[config.mk]
export PLATFORM = sky130hd
export DESIGN_NAME = spi_master_cfg
export DESIGN_NICKNAME = d
export VERILOG_FILES = /design/src/rtl/spi_pkg.sv /design/src/rtl/spi_clk_div.sv /design/src/rtl/spi_master_cfg.sv
export SDC_FILE = /design/constraint.sdc
export NUM_CORES = 1
export LEC_CHECK = 0
export ABC_AREA = 1
export CORE_ASPECT_RATIO = 0.8
export CORE_MARGIN = 3
export CORE_UTILIZATION = 65
export CTS_BUF_LIST = sky130_fd_sc_hd__clkbuf_2 sky130_fd_sc_hd__clkbuf_4 sky130_fd_sc_hd__clkbuf_8
export CTS_CLUSTER_SIZE = 28
export DETAILED_ROUTE_END_ITERATION = 7
export DONT_BUFFER_PORTS = 1
export PLACE_DENSITY = 0.93
export SETUP_SLACK_MARGIN = 0.02
export SYNTH_ARGS = -nofsm -noshare
export SYNTH_HDL_FRONTEND = slang
export SYNTH_SLANG_ARGS = --single-unit
[constraint.sdc]
create_clock -name clk -period 1.9 [get_ports clk]
set_clock_uncertainty 0.2 [all_clocks]
set_input_delay 0.38 -clock clk [delete_from_list [all_inputs] [get_ports clk]]
set_output_delay 0.38 -clock clk [all_outputs]
set_load 0.1 [all_outputs]
[src/rtl/spi_pkg.sv]
// ----------------------------------------------------------------------------
// spi_pkg : shared types and parameter defaults for the SPI master slice
// Revision : 1.0
// ----------------------------------------------------------------------------
`default_nettype none

package spi_pkg;

  typedef enum logic [1:0] {
    S_IDLE  = 2'd0,
    S_SETUP = 2'd1,
    S_XFER  = 2'd2,
    S_HOLD  = 2'd3
  } spi_state_t;

  typedef struct packed {
    logic cpol;
    logic cpha;
  } spi_mode_t;

  localparam int SPI_DATA_W_DEF    = 12;
  localparam int SPI_CLK_DIV_DEF   = 11;
  localparam int SPI_LSB_FIRST_DEF = 1;

endpackage

`default_nettype wire

[src/rtl/spi_clk_div.sv]
// ----------------------------------------------------------------------------
// spi_clk_div : free-running divider, one-cycle tick every CLK_DIV cycles,
//               synchronous clear restarts the period from zero.
// Revision    : 1.0
// ----------------------------------------------------------------------------
`default_nettype none

module spi_clk_div
  import spi_pkg::*;
#(
  parameter int CLK_DIV = SPI_CLK_DIV_DEF
) (
  input  logic clk,
  input  logic rst_n,
  input  logic i_clr,
  output logic o_tick
);

  localparam int CW = (CLK_DIV > 1) ? $clog2(CLK_DIV) : 1;
  localparam logic [CW-1:0] C_TERM = CW'(CLK_DIV - 1);

  logic [CW-1:0] r_cnt;

  always_ff @(posedge clk or negedge rst_n) begin
    if (!rst_n) begin
      r_cnt <= '0;
    end else if (i_clr || (r_cnt == C_TERM)) begin
      r_cnt <= '0;
    end else begin
      r_cnt <= r_cnt + CW'(1);
    end
  end

  assign o_tick = (r_cnt == C_TERM);

endmodule

`default_nettype wire

[src/rtl/spi_master_cfg.sv]
// ----------------------------------------------------------------------------
// spi_master_cfg : configurable-mode SPI master (IDLE/SETUP/XFER/HOLD FSM).
// Optional macro SPI_LOOPBACK_EN adds port lb routing mosi back to the sampler.
// Revision       : 1.0
// ----------------------------------------------------------------------------
`default_nettype none

module spi_master_cfg
  import spi_pkg::*;
#(
  parameter int DATA_W    = SPI_DATA_W_DEF,
  parameter int CLK_DIV   = SPI_CLK_DIV_DEF,
  parameter int LSB_FIRST = SPI_LSB_FIRST_DEF
) (
  input  logic              clk,
  input  logic              rst_n,
  input  logic              newd,
  input  logic [DATA_W-1:0] din,
  input  logic              cpol,
  input  logic              cpha,
`ifdef SPI_LOOPBACK_EN
  input  logic              lb,
`endif
  input  logic              miso,
  output logic              ready,
  output logic              sclk,
  output logic              cs,
  output logic              mosi,
  output logic [DATA_W-1:0] dout,
  output logic              done
);

  localparam int EW = $clog2(2 * DATA_W + 1);
  localparam logic [EW-1:0] C_LAST_EDGE = EW'(2 * DATA_W - 1);

  function automatic logic first_bit(input logic [DATA_W-1:0] w);
    return (LSB_FIRST != 0) ? w[0] : w[DATA_W-1];
  endfunction

  function automatic logic [DATA_W-1:0] shift_out(input logic [DATA_W-1:0] w);
    return (LSB_FIRST != 0) ? (w >> 1) : (w << 1);
  endfunction

  function automatic logic [DATA_W-1:0] shift_in(input logic [DATA_W-1:0] w,
                                                 input logic b);
    return (LSB_FIRST != 0) ? {b, w[DATA_W-1:1]} : {w[DATA_W-2:0], b};
  endfunction

  spi_state_t        r_state;
  spi_mode_t         r_mode;
  logic [DATA_W-1:0] r_tx;
  logic [DATA_W-1:0] r_rx;
  logic [EW-1:0]     r_edge;

  logic w_tick;
  logic w_clr;
  logic w_last;
  logic w_sample;
  logic w_sdi;

`ifdef SPI_LOOPBACK_EN
  assign w_sdi = lb ? mosi : miso;
`else
  assign w_sdi = miso;
`endif

  assign w_last   = (r_edge == C_LAST_EDGE);
  // Even edge count means the next edge leaves the idle level (leading edge).
  assign w_sample = (~r_edge[0]) ^ r_mode.cpha;
  assign w_clr    = (r_state == S_IDLE) ||
                    (w_tick && ((r_state != S_XFER) || w_last));

  spi_clk_div #(
    .CLK_DIV (CLK_DIV)
  ) u_clk_div (
    .clk    (clk),
    .rst_n  (rst_n),
    .i_clr  (w_clr),
    .o_tick (w_tick)
  );

  always_ff @(posedge clk or negedge rst_n) begin
    if (!rst_n) begin
      r_state <= S_IDLE;
      r_mode  <= '0;
      r_tx    <= '0;
      r_rx    <= '0;
      r_edge  <= '0;
      ready   <= 1'b1;
      sclk    <= 1'b0;
      cs      <= 1'b1;
      mosi    <= 1'b0;
      dout    <= '0;
      done    <= 1'b0;
    end else begin
      done <= 1'b0;
      case (r_state)
        S_IDLE: begin
          ready <= 1'b1;
          cs    <= 1'b1;
          sclk  <= cpol;
          if (newd) begin
            r_mode  <= {cpol, cpha};
            r_edge  <= '0;
            cs      <= 1'b0;
            ready   <= 1'b0;
            r_state <= S_SETUP;
            if (!cpha) begin
              mosi <= first_bit(din);
              r_tx <= shift_out(din);
            end else begin
              r_tx <= din;
            end
          end
        end
        S_SETUP: begin
          if (w_tick) begin
            r_state <= S_XFER;
          end
        end
        S_XFER: begin
          if (w_tick) begin
            sclk   <= ~sclk;
            r_edge <= r_edge + EW'(1);
            if (w_sample) begin
              r_rx <= shift_in(r_rx, w_sdi);
            end else if (!w_last) begin
              // CPHA=0 ends on a trailing edge with no bit left to shift.
              mosi <= first_bit(r_tx);
              r_tx <= shift_out(r_tx);
            end
            if (w_last) begin
              r_state <= S_HOLD;
            end
          end
        end
        S_HOLD: begin
          if (w_tick) begin
            cs      <= 1'b1;
            sclk    <= r_mode.cpol;
            dout    <= r_rx;
            done    <= 1'b1;
            ready   <= 1'b1;
            r_state <= S_IDLE;
          end
        end
        default: r_state <= S_IDLE;
      endcase
    end
  end

endmodule

`default_nettype wire

==> summary.md, run 1 <==
| Metric | Value |
|---|---|
| Fin area | roughly 3000 µm² |
| Buffers added on ports | 0 |
| Die area | 4750 µm² |
| P_leak | 1.45 nW |
| Mapped Cells | 310 |
| CP startpoint kind | flip-flop |
| Non-filler instance count after layout | about 390 |
| Fmax achieved | 0.522 GHz |
| Final setup violation count | 1 |
| Gr ovfl total | 0 |
| Initial antenna violation count | 0 |
| Clk_lat worst skew | around 0.32 ns |
| Crit path time final | 1.92 ns |
| Synth cell types | 29 |
| Total number of vias | 2232 |
| Core Box Area | about 3600 µm² |
| Clk root buf | clkbuf_8 |
| Detailed Routing Iterations Pass 1 | 5 |
| Layout filler cell count | roughly 220 |
| CP Class | reg2reg |
| Max incr delay on CP | about 0.47 ns |
| Placed Area | 2780 µm² |
| Crit-path max FO | 12 |
| Worst EP required | 1.90 ns |
| Worst slew margin | around three quarters |
| Largest net degree at the start of global routing | 54 |
| Io pins | 35 |
| Initial Utilization | 71.2% |
| Reg2reg end | r_tx[2]$_DFFE_PN0P_ |
| Global-route wire length before repair | 9640 µm |
| Syn. warnings | 0 |
| Final Max Tran Viols | 0 |
| Worst Path Arrival | roughly 1.9 ns |
| Hpwl dp | 3780 µm |
| CP endpoint kind | flip-flop |
| # DRC | 0 |
| CP bufs+invs | 2 |
| # nets final | 359 |
| Mean post-synth cell area | 8.29 µm² |
| Critical Path, Cell by Cell | ha_4 > buf_4 > nand3_1 > nand2_2 > buf_4 > o21ai_0 > nand2_1 |
| Hold path depth | 2 |
| Power Dens Cells | 1490 nW/µm² |
| Vias in the first global route | 2146 |
| Failing checks | negative setup slack |
| Syn Nets | 335 |
| Wirelength, routed | approximately 6300 µm |
| Largest delay share family, worst path | flip-flops |
| Routed Antenna Nets | 0 |
| Slowest-stage cell, CP | dfrtp_1 |
| Diode count | 0 |
| Final worst-path cycle share | 101% |
| Hold crit path type | in2reg |
| RSZ-0062 raised after global routing | true |
| Layout cells sized above 1 | 17.3% |
| Crit path depth | 7 |
| Post-synthesis sequential area ratio | 51.6% |
| Total GRT Usage | 25.0% |
| Synth Cell Area | about 2600 µm² |
| Most used cell, CP | buf_4 |
| Via density | between 5 and 6 |
| Max IR drop VDD | approximately 930 µV |
| Flops & latches, synth | 53 |
| Die width | approximately 76 µm |
| Fin. Hold Viols | 0 |
| FF-to-FF path depth | 7 |
| Status | finished, violations left |
| Placed Cells | 374 |
| Clk sinks | 53 |
| Clk slew on worst S/H paths | 0.10 ns |
| H-tree levels | 2 |
| Num CTS Buffers | 5 |
| CTS tree | built |
| PnR worst setup slack | -0.0166 ns |
| Max Cap Viol | 0 |
| Longest Clk Path Bufs | 2 |
| Layout area overhead | 15.6% |
| Worst setup path start | r_state[1]$_DFFE_PN0P_ |
| WL per Instance | 16.3 µm |
| Die Ht | 62.3 µm |
| Reg-to-reg startpoint | r_state[1]$_DFFE_PN0P_ |
| Gp weighted congestion | 0.876 |
| Starting DRT DRC Count | 209 |
| Reg2Reg Setup Slack | -0.02 ns |
| Worst slew pin tran | 0.359 ns |
| Row count | 19 |
| Setup crit end | r_tx[2]$_DFFE_PN0P_ |
## metrics by stage
stage | hold WS, ns | util [%] | power (W) | TNS (ns) | worst slack, ns
floorplan | -0.116 | - | 0.00306 | 0 | 0.0965
global placement | -0.114 | 77.0 | 0.00336 | 0 | 0.0441
detailed placement | -0.114 | 77.0 | 0.00347 | -0.338 | -0.0601
CTS | 0.0293 | 81.1 | 0.00421 | 0 | 0.0362
global route | 0.0148 | 82.3 | 0.00466 | -0.516 | -0.0699
finish | 0.0224 | 82.3 | 0.00443 | -0.0166 | -0.0166
## cells in the mapped netlist, drive strengths merged
| cell | n | share of area [%] |
|---|---|---|
| dfrtp | 52 | 51 |
| o211ai | 1 | 0.29 |
| nand4 | 3 | 0.97 |
| a22oi | 1 | 0.29 |
| dfstp | 1 | 1.0 |
| a21oi | 1 | 0.19 |
| nand2 | 101 | 15 |
| inv | 32 | 4.7 |
| o21ai | 51 | 9.9 |
| xor2 | 2 | 0.68 |
| clkbuf | 3 | 0.44 |
| ha | 7 | 3.4 |
| nand3 | 11 | 2.3 |
| xnor2 | 1 | 0.34 |
| buf | 11 | 3.0 |
| nor2 | 21 | 4.0 |
| a31oi | 9 | 2.2 |
| mux2 | 1 | 0.44 |
| nor3 | 1 | 0.19 |
## sequential cells by signal (all words and copies together), names as in the netlist
name	count
r_tx	12
r_edge	5
dout	12
done	1
cs	1
mosi	1
sclk	1
u_clk_div.r_cnt	4
r_state	2
r_rx	12
r_mode	2
## per-layer routing
| layer | GRT usage [%] | vias up | wire [µm] |
|---|---|---|---|
| li1 | - | 1040 | - |
| met1 | 30.9 | 1023 | 2550 |
| met2 | 41.0 | 132 | 3010 |
| met3 | 5.78 | 37 | 487 |
| met4 | 12.9 | 0 | 257 |
| met5 | 0 | - | 0 |
## worst register-to-register path, delay by kind of cell (launching register included)
family / cells / cell delay (ns)
AND/OR/NAND/NOR: 3 / 0.37
flip-flops: 1 / 0.47
adder cells (fa/ha/maj): 1 / 0.22
AO/OA/AOI/OAI: 1 / 0.17
buffers and inverters: 2 / 0.38
## cell usage in the layout (no fill, tap or decap), types with 2 or more instances in the layout
cell	n
a31oi_1	9
buf_12	3
buf_4	24
clkbuf_8	5
clkinvlp_4	2
dfrtp_1	52
ha_1	5
ha_4	2
inv_1	25
inv_2	6
nand2_1	98
nand2_2	4
nand3_1	10
nand4_1	2
nor2_1	17
nor2_4	2
o21ai_0	47
o21ai_1	4
xor2_1	2
## worst min-delay path by stage
stage	slack [ns]	startpoint	end
finish	0.02	miso	r_rx[11]$_DFFE_PN0P_
detailed placement	-0.11	rst_n	r_edge[2]$_DFFE_PN0P_
global route	0.01	cpol	r_mode[1]$_DFFE_PN0P_
floorplan	-0.12	rst_n	done$_DFF_PN0_
CTS	0.03	cpol	r_mode[1]$_DFFE_PN0P_
global placement	-0.11	rst_n	r_edge[2]$_DFFE_PN0P_
## repair_timing
action / CTS / global route
gates resized for setup: 3 / 8
setup endpoints to repair: 13 / 16
hold buffers: 2 / 0
pin swaps: 1 / 3
cloned: 1 / 1
hold endpoints to repair: 53 / 0
buffers inserted: 0 / 1
## cell type report
class / instances / area (µm²) / share of cell area, %
repair buffers: 29 / 278 / 9.34
clock inverters: 2 / 15.0 / 0.505
inverters: 32 / 123 / 4.12
flip-flops and latches: 53 / 1330 / 44.7
clock buffers: 6 / 76.3 / 2.57
multi-input cells: 213 / 1090 / 36.6
well taps: 52 / 65.1 / 2.19
## report_power, final
part / internal, W / switching [W]
logic: 0.000718 / 0.00146
clock network: 0.000275 / 0.000384
registers: 0.00140 / 0.000188
total: 0.00239 / 0.00204
## logic make-up after synthesis
| group | Yosys count | share of synthesized area (%) |
|---|---|---|
| XOR/XNOR | 3 | 1.02 |
| AND/OR/NAND/NOR | 137 | 22.5 |
| flip-flops | 53 | 51.6 |
| adder cells (fa/ha/maj) | 7 | 3.41 |
| multiplexers | 1 | 0.438 |
| AO/OA/AOI/OAI | 63 | 12.9 |
| buffers and inverters | 46 | 8.08 |
(Power assumes the default switching activity.)
==> run 2: changes to the inputs <==
Settings changed: GPL_TIMING_DRIVEN set to 0.
==> run 2 against run 1 <==
The flow still finishes with violations (negative setup slack). Core utilization fell by 1.6 points. Maximum frequency barely moved. Wire length fell by 6.8%. Worst setup slack got worse by 0.00064 ns. Global-route usage rose by 0.50 points. Register-to-register slack improved by 0.08 ns. Critical path depth fell by 6. Worst hold slack barely moved. Sequential power rose by 14%.
==> summary.md, run 2 (synthesis results as in run 1) <==
| Metric | Value |
|---|---|
| Status | finished, violations left |
| Failing checks | negative setup slack |
| Detailed Routing Iterations Pass 1 | 5 |
| Largest delay share family, worst path | flip-flops |
| Slowest-stage cell, CP | dfstp_4 |
| Worst EP required | 1.32 ns |
| Worst slew pin tran | 0.918 ns |
| Global-route wire length before repair | around 9700 µm |
| Vias in the first global route | 2128 |
| Routed Antenna Nets | 0 |
| Area occupied by multi-input gates | 1060 µm² |
| Core Box Area | 3610 µm² |
| CTS tree | built |
| Crit path time final | 1.92 ns |
| Longest Clk Path Bufs | 2 |
| Critical Path, Cell by Cell | buf_12 |
| Via density | 5.66 |
| CP endpoint kind | primary output |
| Int Power | around 0.0026 W |
| Total number of vias | 2133 |
| Fmax achieved | approximately 0.52 GHz |
| WL per Instance | about 16 µm |
| Gr ovfl total | 0 |
| Layout filler cell count | roughly 230 |
| Final setup violation count | 1 |
| Register Area | 1340 µm² |
| CP Class | reg2out |
| Seq pwr share | 40.2% |
| Total GRT Usage | 25.5% |
| Placed Area | 2640 µm² |
| Sw frac | 43.3% |
| Max Cap Viol | 0 |
| Placed Cells | between 300 and 400 |
| Die area | 4750 µm² |
| RSZ-0062 raised after global routing | true |
| Clk slew on worst S/H paths | roughly 0.090 ns |
| Layout cells sized above 1 | 15.4% |
| P_leak | 1.39 nW |
| Final Max Tran Viols | 0 |
| Hold crit path type | in2reg |
| Power Dens Cells | 1560 nW/µm² |
| H-tree levels | 2 |
| Largest net degree at the start of global routing | 54 |
| Starting DRT DRC Count | 217 |
| Row count | 19 |
| Commonest non-fill, non-tap cells in the layout | nand2_1, dfrtp_1, o21ai_0 |
| Die Ht | 62.3 µm |
| Fin area | 2910 µm² |
| CP startpoint kind | flip-flop |
| Initial Utilization | 71.2% |
| Switching power | 0.00196 W |
| Gate power share | 42.9% |
| Clock Power Share | roughly 17% |
| Layout area overhead | 13.3% |
| Total negative setup slack | -0.0172 ns |
| Initial antenna violation count | 0 |
| Wirelength, routed | between 5000 and 6000 µm |
| # nets final | around 350 |
| Non-filler instance count after layout | approximately 380 |
| Io pins | 35 |
| Final worst-path cycle share | 101% |
| Worst slew margin | between 30% and 40% |
| Clk root buf | clkbuf_8 |
| Die width | 76.3 µm |
| Largest regs | dout x12, r_rx x12, r_tx x12 |
| Clk_lat worst skew | 0.30 ns |
| Hpwl dp | 3710 µm |
| Worst Path Arrival | 1.34 ns |
| Diode count | 0 |
| Crit-path max FO | 3 |
| Commonest non-fill, non-tap cell in the layout | nand2_1 |
| Max IR drop VDD | roughly 860 µV |
| Max incr delay on CP | roughly 0.81 ns |
| Fin. Hold Viols | 0 |
| Gp weighted congestion | slightly below 0.8 |
| PnR worst setup slack | -0.0172 ns |
| Clk sinks | 53 |
| CP bufs+invs | 1 |
| # DRC | 0 |
| Num CTS Buffers | 5 |
| Buffers added on ports | 0 |
## run 2: cell types whose count changed in the layout (fill, tap and decap cells not counted), sizes merged
cell      change
buf          -13
bufinv        +1
clkbuf        +4
clkinv        +1
clkinvlp      -1
nand2         -2
## run 2: per-stage QoR
step	power, W	hold WS, ns	worst slack (ns)	utilization [%]
5_1_grt	0.00482	0.0179	-0.0378	80.6
2_1_floorplan	0.00306	-0.116	0.0965	-
6_report	0.00454	0.0222	-0.0172	80.6
3_5_place_dp	0.00339	-0.114	-0.0319	73.0
3_3_place_gp	0.00329	-0.114	0.0364	73.0
4_1_cts	0.00427	0.0168	-0.0230	78.2
## run 2: cell type report
type	instances	share of cell area [%]
Sequential cell	53	45.8
Multi-Input combinational cell	211	36.5
Inverter	32	4.21
Buffer	14	4.16
Timing Repair Buffer	7	3.18
Clock buffer	5	2.36
Tap cell	52	2.23
Clock inverter	3	1.59
## run 2: worst paths after layout
| check | from | endpoint | slack [ns] | cells after the start |
|---|---|---|---|---|
| worst max-delay path | cs$_DFFE_PN1P_ | ready | -0.02 | 1 |
| worst min-delay path | cpol | r_mode[1]$_DFFE_PN0P_ | 0.02 | 1 |
| worst max register to register | r_state[1]$_DFFE_PN0P_ | r_tx[3]$_DFFE_PN0P_ | 0.06 | 11 |
| worst min register to register | r_tx[6]$_DFFE_PN0P_ | r_tx[6]$_DFFE_PN0P_ | 0.30 | 2 |
| max in group asynchronous | rst_n | cs$_DFFE_PN1P_ | 0.85 | 2 |
| min in group asynchronous | rst_n | r_tx[10]$_DFFE_PN0P_ | 0.38 | 2 |
## run 2: layer usage
metal	vias to the layer above	wire, µm	track usage (%)
li1	1020	-	-
met4	0	96	9.28
met5	-	0	0
met2	73	2960	41.3
met3	13	304	5.20
met1	1027	2520	34.1
## run 2: repair_timing
item	CTS	global route
setup endpoints to repair	18	46
resized for setup	7	25
gates cloned	0	1
buffers inserted	1	3
pin swaps	0	1
hold buffers	2	0
hold endpoints to repair	53	0
## run 2: power by group through the flow
| stage | clock network, W | registers, W | logic, W |
|---|---|---|---|
| 3_5_place_dp | 0 | 0.00183 | 0.00156 |
| 3_3_place_gp | 0 | 0.00181 | 0.00148 |
| 4_1_cts | 0.000775 | 0.00181 | 0.00168 |
| 5_1_grt | 0.000825 | 0.00185 | 0.00215 |
| 2_1_floorplan | 0 | 0.00178 | 0.00128 |
| 6_report | 0.000767 | 0.00182 | 0.00195 |
==> run 3: changes to the inputs <==
Settings changed: PLACE_DENSITY 0.93 to 0.8, SLEW_MARGIN set to 20.
==> run 3 against run 2 <==
The flow still finishes with violations (negative setup slack). Non-clock buffer count rose by 2. First-iteration DRC count fell by 39%. Total power fell by 2.0%.
==> summary.md, run 3 (synthesis results as in run 1) <==
| Metric | Value |
|---|---|
| CP bufs+invs | 1 |
| Die Ht | 62.3 µm |
| Status | finished, violations left |
| Final setup violation count | 1 |
| Commonest non-fill, non-tap cells in the layout | nand2_1, dfrtp_1, o21ai_0 |
| Fmax achieved | just over 0.5 GHz |
| Max incr delay on CP | 0.82 ns |
| Hold EP | r_mode[1]$_DFFE_PN0P_ |
| Wirelength, routed | 5590 µm |
| Detailed Routing Iterations Pass 1 | 4 |
| Crit-path max FO | 3 |
| Worst slew pin tran | 0.919 ns |
| Diode count | 0 |
| Final worst-path cycle share | 101% |
| PnR worst setup slack | -0.0242 ns |
| Longest Clk Path Bufs | 2 |
| Total GRT Usage | 23.4% |
| Reg-to-reg startpoint | r_state[1]$_DFFE_PN0P_ |
| Initial antenna violation count | 0 |
| Largest delay share family, worst path | flip-flops |
| Crit path depth | 1 |
| Hold path depth | 1 |
| FF-to-FF path depth | 10 |
| # DRC | 0 |
| Gp weighted congestion | 0.865 |
| Total number of vias | 2110 |
| Clk sinks | 53 |
| Clk_lat worst skew | 0.31 ns |
| H-tree levels | 2 |
| WL per Instance | 14.8 µm |
| Die width | around 76 µm |
| Global-route wire length before repair | 9120 µm |
| Final core occ | slightly above 80% |
| # nets final | 351 |
| Critical Path, Cell by Cell | buf_12 |
| Core Box Area | 3610 µm² |
| Row count | 19 |
| Worst slew margin | between 30% and 40% |
| Hold crit path type | in2reg |
| Max Cap Viol | 0 |
| Die area | 4750 µm² |
| Layout filler cell count | 248 |
| Routed Antenna Nets | 0 |
| Gr ovfl total | 0 |
| Starting DRT DRC Count | 133 |
| Reg2Reg Setup Slack | roughly 0.060 ns |
| Largest regs | dout x12, r_rx x12, r_tx x12 |
| Worst Path Arrival | 1.34 ns |
| CTS tree | built |
| Commonest non-fill, non-tap cell in the layout | nand2_1 |
| Hpwl dp | 3600 µm |
| Worst EP required | 1.32 ns |
| RSZ-0062 raised after global routing | true |
| Layout area overhead | 13.2% |
| Initial Utilization | a little over 70% |
| Num CTS Buffers | 5 |
| CP Class | reg2out |
| Largest net degree at the start of global routing | 54 |
| Slowest-stage cell, CP | dfstp_4 |
| Min-delay src | cpol |
| Max IR drop VDD | 943 µV |
| CP endpoint kind | primary output |
| Reg2reg end | r_tx[10]$_DFFE_PN0P_ |
| Crit path time final | 1.92 ns |
| Fin. Hold Viols | 0 |
| Buffers added on ports | 0 |
| Io pins | 35 |
| Clk slew on worst S/H paths | 0.10 ns |
| Failing checks | negative setup slack |
| Via density | 5.57 |
| Clk root buf | clkbuf_8 |
| Final Max Tran Viols | 0 |
| CP startpoint kind | flip-flop |
| Layout cells sized above 1 | 15.9% |
| Vias in the first global route | 2044 |
| Power Dens Cells | approximately 1500 nW/µm² |
| P_leak | 1.39 nW |
| Place WS | -0.00267 ns |
## run 3: what timing repair did
item / CTS / global route
gates cloned: 0 / 2
setup endpoints to repair: 12 / 36
hold buffers: 2 / 0
hold endpoints to repair: 53 / 0
pin swaps: 0 / 3
buffers inserted: 1 / 4
resized for setup: 5 / 30
## run 3: area by class of cell
cell class	count	area (µm²)	share of cell area (%)
flip-flops and latches	53	1330	45.8
inverters	32	125	4.30
well taps	52	65.1	2.23
plain buffers	14	119	4.08
clock inverters	2	15.0	0.516
repair buffers	9	105	3.61
clock buffers	6	76.3	2.62
multi-input cells	211	1070	36.8
## run 3: routing by layer
layer / track usage, % / routed length [µm] / up-vias
met5: 0 / 0 / -
met4: 3.62 / 31 / 0
met3: 7.08 / 334 / 4
met2: 38.4 / 2750 / 54
met1: 31.6 / 2470 / 1028
li1: - / - / 1024
## run 3: how the worst max path moves through the flow
stage,start,end
6_report,cs$_DFFE_PN1P_,ready
5_1_grt,cs$_DFFE_PN1P_,ready
4_1_cts,cs$_DFFE_PN1P_,ready
3_5_place_dp,r_state[0]$_DFFE_PN0P_,r_tx[6]$_DFFE_PN0P_
3_3_place_gp,r_state[0]$_DFFE_PN0P_,r_tx[9]$_DFFE_PN0P_
2_1_floorplan,cs$_DFFE_PN1P_,ready
## run 3: per-stage QoR
stage	instance area, µm²	power [W]	cells	setup TNS [ns]	hold WS, ns
3_3_place_gp	2640	0.00332	362	0	-0.114
6_report	2910	0.00445	379	-0.0242	0.0177
4_1_cts	2790	0.00411	373	-0.0283	0.0169
5_1_grt	2910	0.00475	379	-0.185	0.0159
3_5_place_dp	2640	0.00337	362	-0.00267	-0.114
2_1_floorplan	2570	0.00306	310	0	-0.116
## run 3: where the power goes
group / total (W) / internal [W] / leakage, nW / switching (W)
Sequential: 0.00182 / 0.00141 / 0.700 / 0.000414
Clock: 0.000652 / 0.000275 / 0.0408 / 0.000377
Combinational: 0.00197 / 0.000819 / 0.648 / 0.00116
